## config.mk

```make
export PLATFORM = sky130hd
export DESIGN_NAME = fetch_pc_unit_flat
export DESIGN_NICKNAME = d
export VERILOG_FILES = /design/src/rtl/fetch_pc_unit_if.sv /design/src/rtl/fetch_pc_unit.sv /design/src/flat_wrapper.sv
export SDC_FILE = /design/constraint.sdc
export NUM_CORES = 1
export LEC_CHECK = 0
export ABC_CLOCK_PERIOD_IN_PS = 2200
export BUFFER_PORTS_ARGS = -buffer_cell sky130_fd_sc_hd__buf_2
export CELL_PAD_IN_SITES_DETAIL_PLACEMENT = 2
export CELL_PAD_IN_SITES_GLOBAL_PLACEMENT = 2
export CORE_MARGIN = 5
export CORE_UTILIZATION = 25
export DETAILED_ROUTE_END_ITERATION = 10
export HOLD_SLACK_MARGIN = 0.15
export PLACE_DENSITY_LB_ADDON = 0.1
export SLEW_MARGIN = 10
export SYNTH_ARGS = -nofsm -noshare
export SYNTH_HDL_FRONTEND = slang
export SYNTH_SLANG_ARGS = --single-unit
export TNS_END_PERCENT = 100
```

## constraint.sdc

```tcl
create_clock -name i_clk -period 2.2 [get_ports i_clk]
set_clock_uncertainty 0.2 [all_clocks]
set_input_delay 0.22 -clock i_clk [delete_from_list [all_inputs] [get_ports i_clk]]
set_output_delay 0.22 -clock i_clk [all_outputs]
set_load 0.02 [all_outputs]
```

## src/rtl/fetch_pc_unit_if.sv

```systemverilog
// Instruction-memory port of the fetch stage.
//   memReq  : fetch request, driven by the fetch unit
//   memAddr : word-aligned fetch address, driven by the fetch unit
//   memRdy  : memory completes the pending request this cycle
//   memData : instruction word, valid when memReq && memRdy
// master = fetch unit side, slave = instruction memory side.
interface fetch_pc_unit_if;
  logic        memReq;
  logic [15:0] memAddr;
  logic        memRdy;
  logic [15:0] memData;

  modport master (output memReq, output memAddr, input memRdy, input memData);
  modport slave  (input memReq, input memAddr, output memRdy, output memData);
endinterface

```

## src/rtl/fetch_pc_unit.sv

```systemverilog
// Instruction-fetch stage of the 16-bit datapath.
// Holds the fetch address, requests instruction words over the memory
// handshake and buffers one fetched instruction together with its PC.
// Ports:
//   i_clk, i_rst   : clock and synchronous active-high reset
//   i_en           : fetch enable, 0 stops issuing new requests
//   i_stall        : decode not ready, buffered instruction must hold
//   i_pcSrc        : redirect, load i_target as the next fetch address
//   i_target       : redirect address from the branch/jump mux (bit 0 ignored)
//   mem            : instruction-memory handshake (master side)
//   o_pc           : address of the instruction held in o_ir
//   o_pcPlus2      : o_pc + 2, wrapping (link value)
//   o_ir           : buffered instruction
//   o_irValid      : o_ir holds an instruction not yet consumed by decode
module fetch_pc_unit #(
  parameter logic [15:0] RESET_PC = 16'h0000,
  parameter logic [15:0] INC      = 16'd2
) (
  input  logic                   i_clk,
  input  logic                   i_rst,
  input  logic                   i_en,
  input  logic                   i_stall,
  input  logic                   i_pcSrc,
  input  logic [15:0]            i_target,
  fetch_pc_unit_if.master        mem,
  output logic [15:0]            o_pc,
  output logic [15:0]            o_pcPlus2,
  output logic [15:0]            o_ir,
  output logic                   o_irValid
);

  typedef enum logic {IDLE, FETCH} state_t;

  state_t      r_state;
  state_t      w_nextState;
  logic [15:0] r_fa;
  logic [15:0] r_pc;
  logic [15:0] r_ir;
  logic        r_irValid;
  logic        w_memReq;
  logic        w_capture;
  logic [15:0] w_targetAligned;

  // Redirect targets are forced onto a halfword boundary.
  assign w_targetAligned = i_target & 16'hFFFE;
  assign w_capture       = w_memReq && mem.memRdy;

  // State register: the only thing the FSM remembers is whether we fetch.
  always_ff @(posedge i_clk) begin
    if (i_rst) begin
      r_state <= IDLE;
    end else begin
      r_state <= w_nextState;
    end
  end

  // Next state: fetching simply follows the enable, redirects included.
  // A request acknowledged in the cycle En drops is still captured below.
  always_comb begin
    w_nextState = r_state;
    case (r_state)
      IDLE:    if (i_en)  w_nextState = FETCH;
      FETCH:   if (!i_en) w_nextState = IDLE;
      default: w_nextState = IDLE;
    endcase
  end

  // Request only when the buffer has room (empty, or being consumed now)
  // and no redirect is discarding this cycle's address.
  always_comb begin
    w_memReq = 1'b0;
    if (r_state == FETCH) begin
      w_memReq = !i_pcSrc && (!r_irValid || !i_stall);
    end
  end

  // Datapath: redirect beats capture beats consume. A redirect leaves IR
  // and PC untouched; only the valid flag tells decode they are stale.
  always_ff @(posedge i_clk) begin
    if (i_rst) begin
      r_fa      <= RESET_PC;
      r_pc      <= RESET_PC;
      r_ir      <= 16'h0000;
      r_irValid <= 1'b0;
    end else if (i_pcSrc) begin
      r_fa      <= w_targetAligned;
      r_irValid <= 1'b0;
    end else if (w_capture) begin
      r_ir      <= mem.memData;
      r_pc      <= r_fa;
      r_irValid <= 1'b1;
      r_fa      <= r_fa + INC;
    end else if (r_irValid && !i_stall) begin
      r_irValid <= 1'b0;
    end
  end

  assign mem.memReq  = w_memReq;
  assign mem.memAddr = r_fa;
  assign o_pc        = r_pc;
  assign o_pcPlus2   = r_pc + 16'd2;
  assign o_ir        = r_ir;
  assign o_irValid   = r_irValid;

endmodule

```

## src/flat_wrapper.sv

```systemverilog
// flat-port wrapper written by rule: the top's interface ports become plain ports
module fetch_pc_unit_flat 
#(
  parameter logic [15:0] RESET_PC = 16'h0000,
  parameter logic [15:0] INC      = 16'd2
)
  (i_clk, i_rst, i_en, i_stall, i_pcSrc, i_target, o_pc, o_pcPlus2, o_ir, o_irValid, mem_memReq, mem_memAddr, mem_memRdy, mem_memData);
  fetch_pc_unit_if mem_i ();
  input  logic i_clk;
  input  logic i_rst;
  input  logic i_en;
  input  logic i_stall;
  input  logic i_pcSrc;
  input  logic [15:0] i_target;
  output logic [15:0] o_pc;
  output logic [15:0] o_pcPlus2;
  output logic [15:0] o_ir;
  output logic o_irValid;
  output wire logic [$bits(mem_i.memReq)-1:0] mem_memReq;
  output wire logic [$bits(mem_i.memAddr)-1:0] mem_memAddr;
  input wire logic [$bits(mem_i.memRdy)-1:0] mem_memRdy;
  input wire logic [$bits(mem_i.memData)-1:0] mem_memData;
  assign mem_memReq = mem_i.memReq;
  assign mem_memAddr = mem_i.memAddr;
  assign mem_i.memRdy = mem_memRdy;
  assign mem_i.memData = mem_memData;
  fetch_pc_unit #(.RESET_PC(RESET_PC), .INC(INC)) u_core (.i_clk(i_clk), .i_rst(i_rst), .i_en(i_en), .i_stall(i_stall), .i_pcSrc(i_pcSrc), .i_target(i_target), .mem(mem_i), .o_pc(o_pc), .o_pcPlus2(o_pcPlus2), .o_ir(o_ir), .o_irValid(o_irValid));
endmodule
```

==> impl_metrics.yaml, run 1 <==
status:
  status: "finished, final reports clean"
setup_path:
  cpLargestDelayFamily: "buffers and inverters"
  ff2ff_path_depth: 6
  critPathRequiredTime_ps: 2250
  worst_setup_path_endpoint: "u_core.mem.memAddr[5]$_SDFFE_PP0P_"
  critical_path_depth: 6
  worst_case_register_to_register_setup_slack_ps: 110
  r2r-end: "u_core.mem.memAddr[5]$_SDFFE_PP0P_"
  crit_start: "u_core.mem.memAddr[2]$_SDFFE_PP0P_"
  critical_path_arrival_ps: 2140
  worst_r2r_startpoint: "u_core.mem.memAddr[2]$_SDFFE_PP0P_"
  crit_path_max_incr_delay_ps: 570
  end_kind: "flop"
  critPathLaunchType: "flop"
  critPathBufInv: 1
  cpMaxStageDelayCell: "sky130_fd_sc_hd__dlygate4sd3_1"
  worstSetupPathType: "reg -> reg"
  critPathMaxFanout: 6
  crit_path_cell_trace: "ha_1 > and3_1 > a41oi_1 > nand2_1 > a31oi_1 > dlygate4sd3_1"
grt:
  grtUsageTotal_pct: 15.43
  antenna_found_initial: 0
  grt_max_degree: 42
  global_route.overflow_total: 0
  vias_in_the_first_global_route: 2780
  grt_first_pass_wirelength_um: 14190
timing:
  hold_viol: 0
  slew_violations: 0
  setup_total_negative_slack_ps: 0
  final.period_utilization_pct: 95.10
  fmax_ghz: 0.4780
  grt_setup_unrepaired: "false"
  final.min_clock_period_ps: 2092
  finalSetupViolations: 0
clock_network:
  cts.repair_timing.setup_buffer_count: 0
  clkLatencyLatePin_ps: 300
  path_clk_slew_ps: 90
  numCtsBuffers: 5
  ctsRootBufferMaster: "sky130_fd_sc_hd__clkbuf_8"
  cts_tree: "built"
  cts-htree-levels: 2
  clkSinkCount: 48
  clockBufferDepth: 2
place:
  place.gp.congestion: 0.7546
  post-dp-hpwl_um: 6101
  portBuffers: 99
  place_inst: 490
routing:
  routed_via_density: 4.771
  initialDrtViolationCount: 57
  route.detailed.drc: 0
  route.detailed.wl_per_inst_um: 16.15
  drt_antenna_net_count: 0
  via_count: 2543
  totalWireLength_um: 8609
  dr.pass1.iters: 4
power:
  power_per_cell_area_nw_per_um2: 519.7
  net-switching-power_uw: 480.1
  p_seq_share_pct: 52.6
  clock_power_share_pct: 31.6
  vdd.ir_drop.worst_v: 0.0002319
  power_frac_comb_pct: 15.8
  p_int_uw: 1279
  power.static_leakage_uw: 0.001477
  power_switching_share_pct: 27.29
synth:
  synth_seq_cells: 48
  synthDominantAreaCellType: "sky130_fd_sc_hd__dfxtp_1"
  synth-seq-area-share_pct: 42.60
  count_of_warnings_emitted_by_yosys: 0
  netlist.area_leader.share_pct: 42.60
  ys_types: 36
  post_synth_instance_area_um2: 2256
  yosys-top-cells-area: "sky130_fd_sc_hd__dfxtp_1, sky130_fd_sc_hd__nand2_1, sky130_fd_sc_hd__a21oi_1, sky130_fd_sc_hd__xor2_1, sky130_fd_sc_hd__xnor2_1"
  syn_inst: 286
  avgSynthCellArea_um2: 7.888
worst_hold_path:
  hold_class: "in -> reg"
die:
  die-width_um: 105.0
  placementRows: 34
  core_um2: 8763
  start_util_pct: 25.74
  design.portCount: 104
  design.die.area_um2: 11020
  die_height_um: 105.0
layout:
  areaGrowthSynthToFinish_pct: 50.03
  drive_gt1_share_pct: 31.29
  finish.net_count: 464
  fillCellCount: 1048
  antenna_diodes: 0
  final_cells: 533
job:
  maxCapViolCount: 0
## state kept, by name (all words and copies together) (netlist names)
signal and cells:
u_core.r_state 1, u_core.o_pc 15, u_core.mem.memAddr 15, u_core.o_irValid 1, u_core.o_ir 16
## final cells by class
cell class	instances	area [µm²]	area share (%)
repair buffers	146	948.4	28.02
multi-input cells	221	1235	36.49
well taps	108	135.1	3.993
clock inverters	1	7.507	0.2218
flip-flops and latches	48	964.7	28.50
clock buffers	7	86.33	2.551
inverters	2	7.507	0.2218
## repair_timing
item / 4_1_cts / 5_1_grt
gates resized for setup: 3 / 6
setup endpoints to repair: 4 / 5
hold buffers: 35 / 0
endpoints found under the hold margin: 34 / 0
pin swaps: 0 / 1
## placed cells by master (no fill, tap or decap), types with 4 or more instances in the layout
master                          Yosys  layout
sky130_fd_sc_hd__nand4_1            9       9
sky130_fd_sc_hd__clkbuf_8           0       6
sky130_fd_sc_hd__buf_2              4      99
sky130_fd_sc_hd__o22ai_1            4       4
sky130_fd_sc_hd__buf_4              3      11
sky130_fd_sc_hd__nand3_1           12      11
sky130_fd_sc_hd__xnor2_1            8       8
sky130_fd_sc_hd__nor2_1            11      10
sky130_fd_sc_hd__dfxtp_1           48      45
sky130_fd_sc_hd__dlygate4sd3_1      0      35
sky130_fd_sc_hd__a211oi_1           5       5
sky130_fd_sc_hd__and2_1             8       8
sky130_fd_sc_hd__a21oi_1           31      31
sky130_fd_sc_hd__nand2_1           77      76
sky130_fd_sc_hd__a31oi_1           11      11
sky130_fd_sc_hd__xor2_1            13      13
sky130_fd_sc_hd__and3_1             4       4
## worst reg2reg max path, delay by kind of cell (launching register included)
family | cells | cell delay (ps)
compound gates | 2 | 380
buf+inv | 1 | 570
fa+ha+maj | 1 | 240
flops | 1 | 370
simple gates | 2 | 280
## metal layers
layer,GRT usage (%),part of all wire (%),up-vias
met2,27.79,50,66
li1,-,-,1255
met5,0,0,-
met4,3.014,0.62,0
met1,18.61,44,1217
met3,3.761,5.6,5
## how the worst min path moves through the flow
stage                      from                                 end  cells after the start
global placement           i_en           u_core.r_state$_SDFF_PP0_                      2
floorplan                  i_en           u_core.r_state$_SDFF_PP0_                      1
detailed placement         i_en           u_core.r_state$_SDFF_PP0_                      2
finish              i_target[9]  u_core.mem.memAddr[9]$_SDFFE_PP0P_                      4
CTS                 i_target[9]  u_core.mem.memAddr[9]$_SDFFE_PP0P_                      4
global route            i_stall       u_core.o_irValid$_SDFFE_PP0P_                      3
## cells in the mapped netlist
| cell type | count |
|---|---|
| sky130_fd_sc_hd__conb_1 | 1 |
| sky130_fd_sc_hd__nand3_1 | 12 |
| sky130_fd_sc_hd__a311oi_1 | 1 |
| sky130_fd_sc_hd__nand2_2 | 1 |
| sky130_fd_sc_hd__o311ai_0 | 1 |
| sky130_fd_sc_hd__nor2_1 | 11 |
| sky130_fd_sc_hd__a41oi_1 | 1 |
| sky130_fd_sc_hd__o21ai_0 | 1 |
| sky130_fd_sc_hd__nor2b_1 | 2 |
| sky130_fd_sc_hd__o211ai_1 | 1 |
| sky130_fd_sc_hd__buf_1 | 1 |
| sky130_fd_sc_hd__o22ai_1 | 4 |
| sky130_fd_sc_hd__nand4_1 | 9 |
| sky130_fd_sc_hd__nand4_2 | 1 |
| sky130_fd_sc_hd__inv_2 | 1 |
| sky130_fd_sc_hd__nand3_2 | 1 |
| sky130_fd_sc_hd__clkbuf_1 | 9 |
| sky130_fd_sc_hd__and4_4 | 3 |
| sky130_fd_sc_hd__xnor2_1 | 8 |
| sky130_fd_sc_hd__ha_1 | 2 |
| sky130_fd_sc_hd__a31oi_1 | 11 |
| sky130_fd_sc_hd__and2_1 | 8 |
| sky130_fd_sc_hd__nand2b_1 | 3 |
| sky130_fd_sc_hd__buf_4 | 3 |
| sky130_fd_sc_hd__or3_1 | 2 |
| sky130_fd_sc_hd__buf_2 | 4 |
| sky130_fd_sc_hd__a211oi_1 | 5 |
| sky130_fd_sc_hd__inv_1 | 1 |
| sky130_fd_sc_hd__nand3b_1 | 1 |
| sky130_fd_sc_hd__and4_1 | 3 |
| sky130_fd_sc_hd__nand2_1 | 77 |
| sky130_fd_sc_hd__or4_1 | 1 |
| sky130_fd_sc_hd__and3_1 | 4 |
| sky130_fd_sc_hd__xor2_1 | 13 |
| sky130_fd_sc_hd__a21oi_1 | 31 |
| sky130_fd_sc_hd__dfxtp_1 | 48 |
## power by group through the flow
stage	combinational, µW	sequential [µW]	clock [µW]
final	278	926	555
after global routing	303	931	617
after CTS	280	926	582
after detailed placement	232	946	0
after global placement	228	944	0
after floorplan	89.0	976	0
## stage by stage
stage	instance area, µm²	hold slack [ps]	power (µW)	setup slack [ps]	utilization [%]
detailed placement	2917	239.0	1178	187.0	33.28
CTS	3373	153.0	1789	3.030	38.49
finish	3385	150.2	1759	107.8	38.62
global route	3385	168.2	1850	5.323	38.62
floorplan	2263	148.2	1065	181.7	-
global placement	2917	233.9	1172	306.6	33.28
## cell families (layout without fill, tap and decap cells)
kind of cell | after synthesis | in the layout | synth area share [%]
and+or+nand+nor | 139 | 139 | 29.67
AOI/OAI and AO/OA | 56 | 56 | 14.42
DFF | 48 | 48 | 42.60
xor gates and xnor gates | 21 | 21 | 8.153
buffers and inverters | 19 | 156 | 3.882
adders and majority gates | 2 | 2 | 1.109
other | 1 | 3 | 0.1662
(Power assumes the default switching activity.)
==> inputs of run 2 (changes only) <==
- ABC_CLOCK_PERIOD_IN_PS: 2200 -> 2700
- CORE_UTILIZATION: 25 -> 28
- CTS_BUF_LIST: default -> sky130_fd_sc_hd__clkbuf_4
- clock period: 2.2 -> 2.7 ns (I/O delays scaled with it)
==> run 2 against run 1 <==
- final area down 0.81%
- combinational power down 20%
- largest power group unchanged
- register-to-register slack better by 70 ps
- final cell count down 0.56%
- via count up 1.8%
- worst setup slack better by 15 ps
- die area down 9.7%
- first-iteration DRC count down 8.8%
- non-clock buffer count up 4
- worst hold slack better by 30 ps
==> impl_metrics.yaml, run 2 (synthesis gave the netlist of run 1 again) <==
clock_network:
  cts.repair_timing.setup_buffer_count: 0
  path_clk_slew_ps: 140
  numCtsBuffers: 5
  ctsRootBufferMaster: "sky130_fd_sc_hd__clkbuf_4"
  clkSinkCount: 48
  cts_tree: "built"
  clockBufferDepth: 2
  cts-htree-levels: 2
  clkLatencyLatePin_ps: 370
power:
  power_frac_comb_pct: 16.8
  vdd.ir_drop.worst_v: 0.0001765
  power.static_leakage_uw: 0.001473
  net-switching-power_uw: 379.8
  power_per_cell_area_nw_per_um2: 394.0
  p_seq_share_pct: 57.7
  p_int_uw: 942.9
  clock_power_share_pct: 25.5
  power_switching_share_pct: 28.71
die:
  die_height_um: 99.76
  die-width_um: 99.76
  placementRows: 32
  start_util_pct: 28.89
  core_um2: 7807
  design.die.area_um2: 9952
  design.portCount: 104
routing:
  via_count: 2588
  route.detailed.drc: 0
  dr.pass1.iters: 4
  initialDrtViolationCount: 52
  totalWireLength_um: 8852
  drt_antenna_net_count: 0
  route.detailed.wl_per_inst_um: 16.70
  routed_via_density: 4.883
worst_hold_path:
  worst_hold_startpoint: "mem_memRdy"
  holdPathStages: 4
  hold_class: "in -> reg"
job:
  maxCapViolCount: 0
status:
  status: "finished, final reports clean"
grt:
  grtUsageTotal_pct: 18.04
  vias_in_the_first_global_route: 2870
  grt_first_pass_wirelength_um: 14560
  grt_max_degree: 36
  global_route.overflow_total: 0
  antenna_found_initial: 0
place:
  dp_worst_setup_slack_ps: 692.0
  place.gp.congestion: 0.7139
  placed_cell_area_um2: 2844
  portBuffers: 99
  post-dp-hpwl_um: 5902
layout:
  drive_gt1_share_pct: 27.80
  areaGrowthSynthToFinish_pct: 48.81
  largest_register_ffs: 16
  layout.cells.most_common_list: "sky130_fd_sc_hd__buf_2, sky130_fd_sc_hd__nand2_1, sky130_fd_sc_hd__dfxtp_1"
  finish.net_count: 468
  layout.cells.most_common: "sky130_fd_sc_hd__buf_2"
  fillCellCount: 924
  antenna_diodes: 0
  post-route-cell-area_um2: 3357
setup_path:
  worst_r2r_startpoint: "u_core.mem.memAddr[1]$_SDFFE_PP0P_"
  crit_start: "i_pcSrc"
  ff2ff_path_depth: 6
  end_kind: "flop"
  critPathMaxFanout: 35
  critical_path_arrival_ps: 2700
  critPathRequiredTime_ps: 2820
  critPathLaunchType: "input pin"
  worstSetupPathType: "in -> reg"
timing:
  fmax_ghz: 0.3880
  slew_violations: 0
  final.period_utilization_pct: 95.46
  hold_viol: 0
  grt_setup_unrepaired: "false"
  setup_total_negative_slack_ps: 0
  final.min_clock_period_ps: 2577
  finalSetupViolations: 0
  post-route-worst-setup-slack_ps: 122.6
[run 2: layout make-up]
| cell class | instances | area [µm²] | area share (%) |
|---|---|---|---|
| multi-input combinational | 221 | 1217 | 36.27 |
| timing repair buffer | 150 | 993.5 | 29.59 |
| sequential | 48 | 960.9 | 28.62 |
| tap | 102 | 127.6 | 3.802 |
| clock buffer | 6 | 45.04 | 1.342 |
| inverter | 2 | 7.507 | 0.2236 |
| clock inverter | 1 | 5.005 | 0.1491 |
[run 2: through the flow]
stage	utilization (%)	power, µW	hold slack, ps	cells
4_1_cts	42.96	1338	150.3	530
6_report	43.00	1323	180.5	530
3_3_place_gp	36.43	943.4	239.3	477
2_1_floorplan	-	868.1	198.2	288
3_5_place_dp	36.43	948.3	250.5	477
5_1_grt	43.00	1400	199.5	530
[run 2: critical path, stage by stage]
cell                            delay [ps]
sky130_fd_sc_hd__dlygate4sd3_1         540
sky130_fd_sc_hd__buf_2                 220
sky130_fd_sc_hd__nor2b_2               210
sky130_fd_sc_hd__and3_1                230
sky130_fd_sc_hd__buf_4                 380
sky130_fd_sc_hd__nand3b_1              130
sky130_fd_sc_hd__a31oi_1               140
sky130_fd_sc_hd__dlygate4sd3_1         550
[run 2: what timing repair did]
action                     in CTS  in global routing
setup endpoints to repair       0                  4
gates resized for setup         0                  1
hold buffers                   46                  0
hold endpoints to repair       40                  0
[run 2: path summary, 6_finish.rpt]
check / end / slack [ps]
worst min-delay path: u_core.o_pc[4]$_SDFFE_PP0P_ / 180
worst min register to register: u_core.o_ir[2]$_SDFFE_PP0P_ / 270
worst max-delay path: u_core.mem.memAddr[5]$_SDFFE_PP0P_ / 120
worst max register to register: u_core.mem.memAddr[13]$_SDFFE_PP0P_ / 180
[run 2: layer usage]
layer,wire [µm],GRT usage (%)
met1,3813,22.30
met3,494,3.717
met4,96,4.622
met5,0,0
met2,4448,31.76
[run 2: power groups by stage]
stage,Combinational (µW),Sequential (µW),Clock (µW)
detailed placement,170,779,0
finish,222,763,337
floorplan,72.5,796,0
global route,241,769,390
CTS,220,763,354
global placement,166,778,0
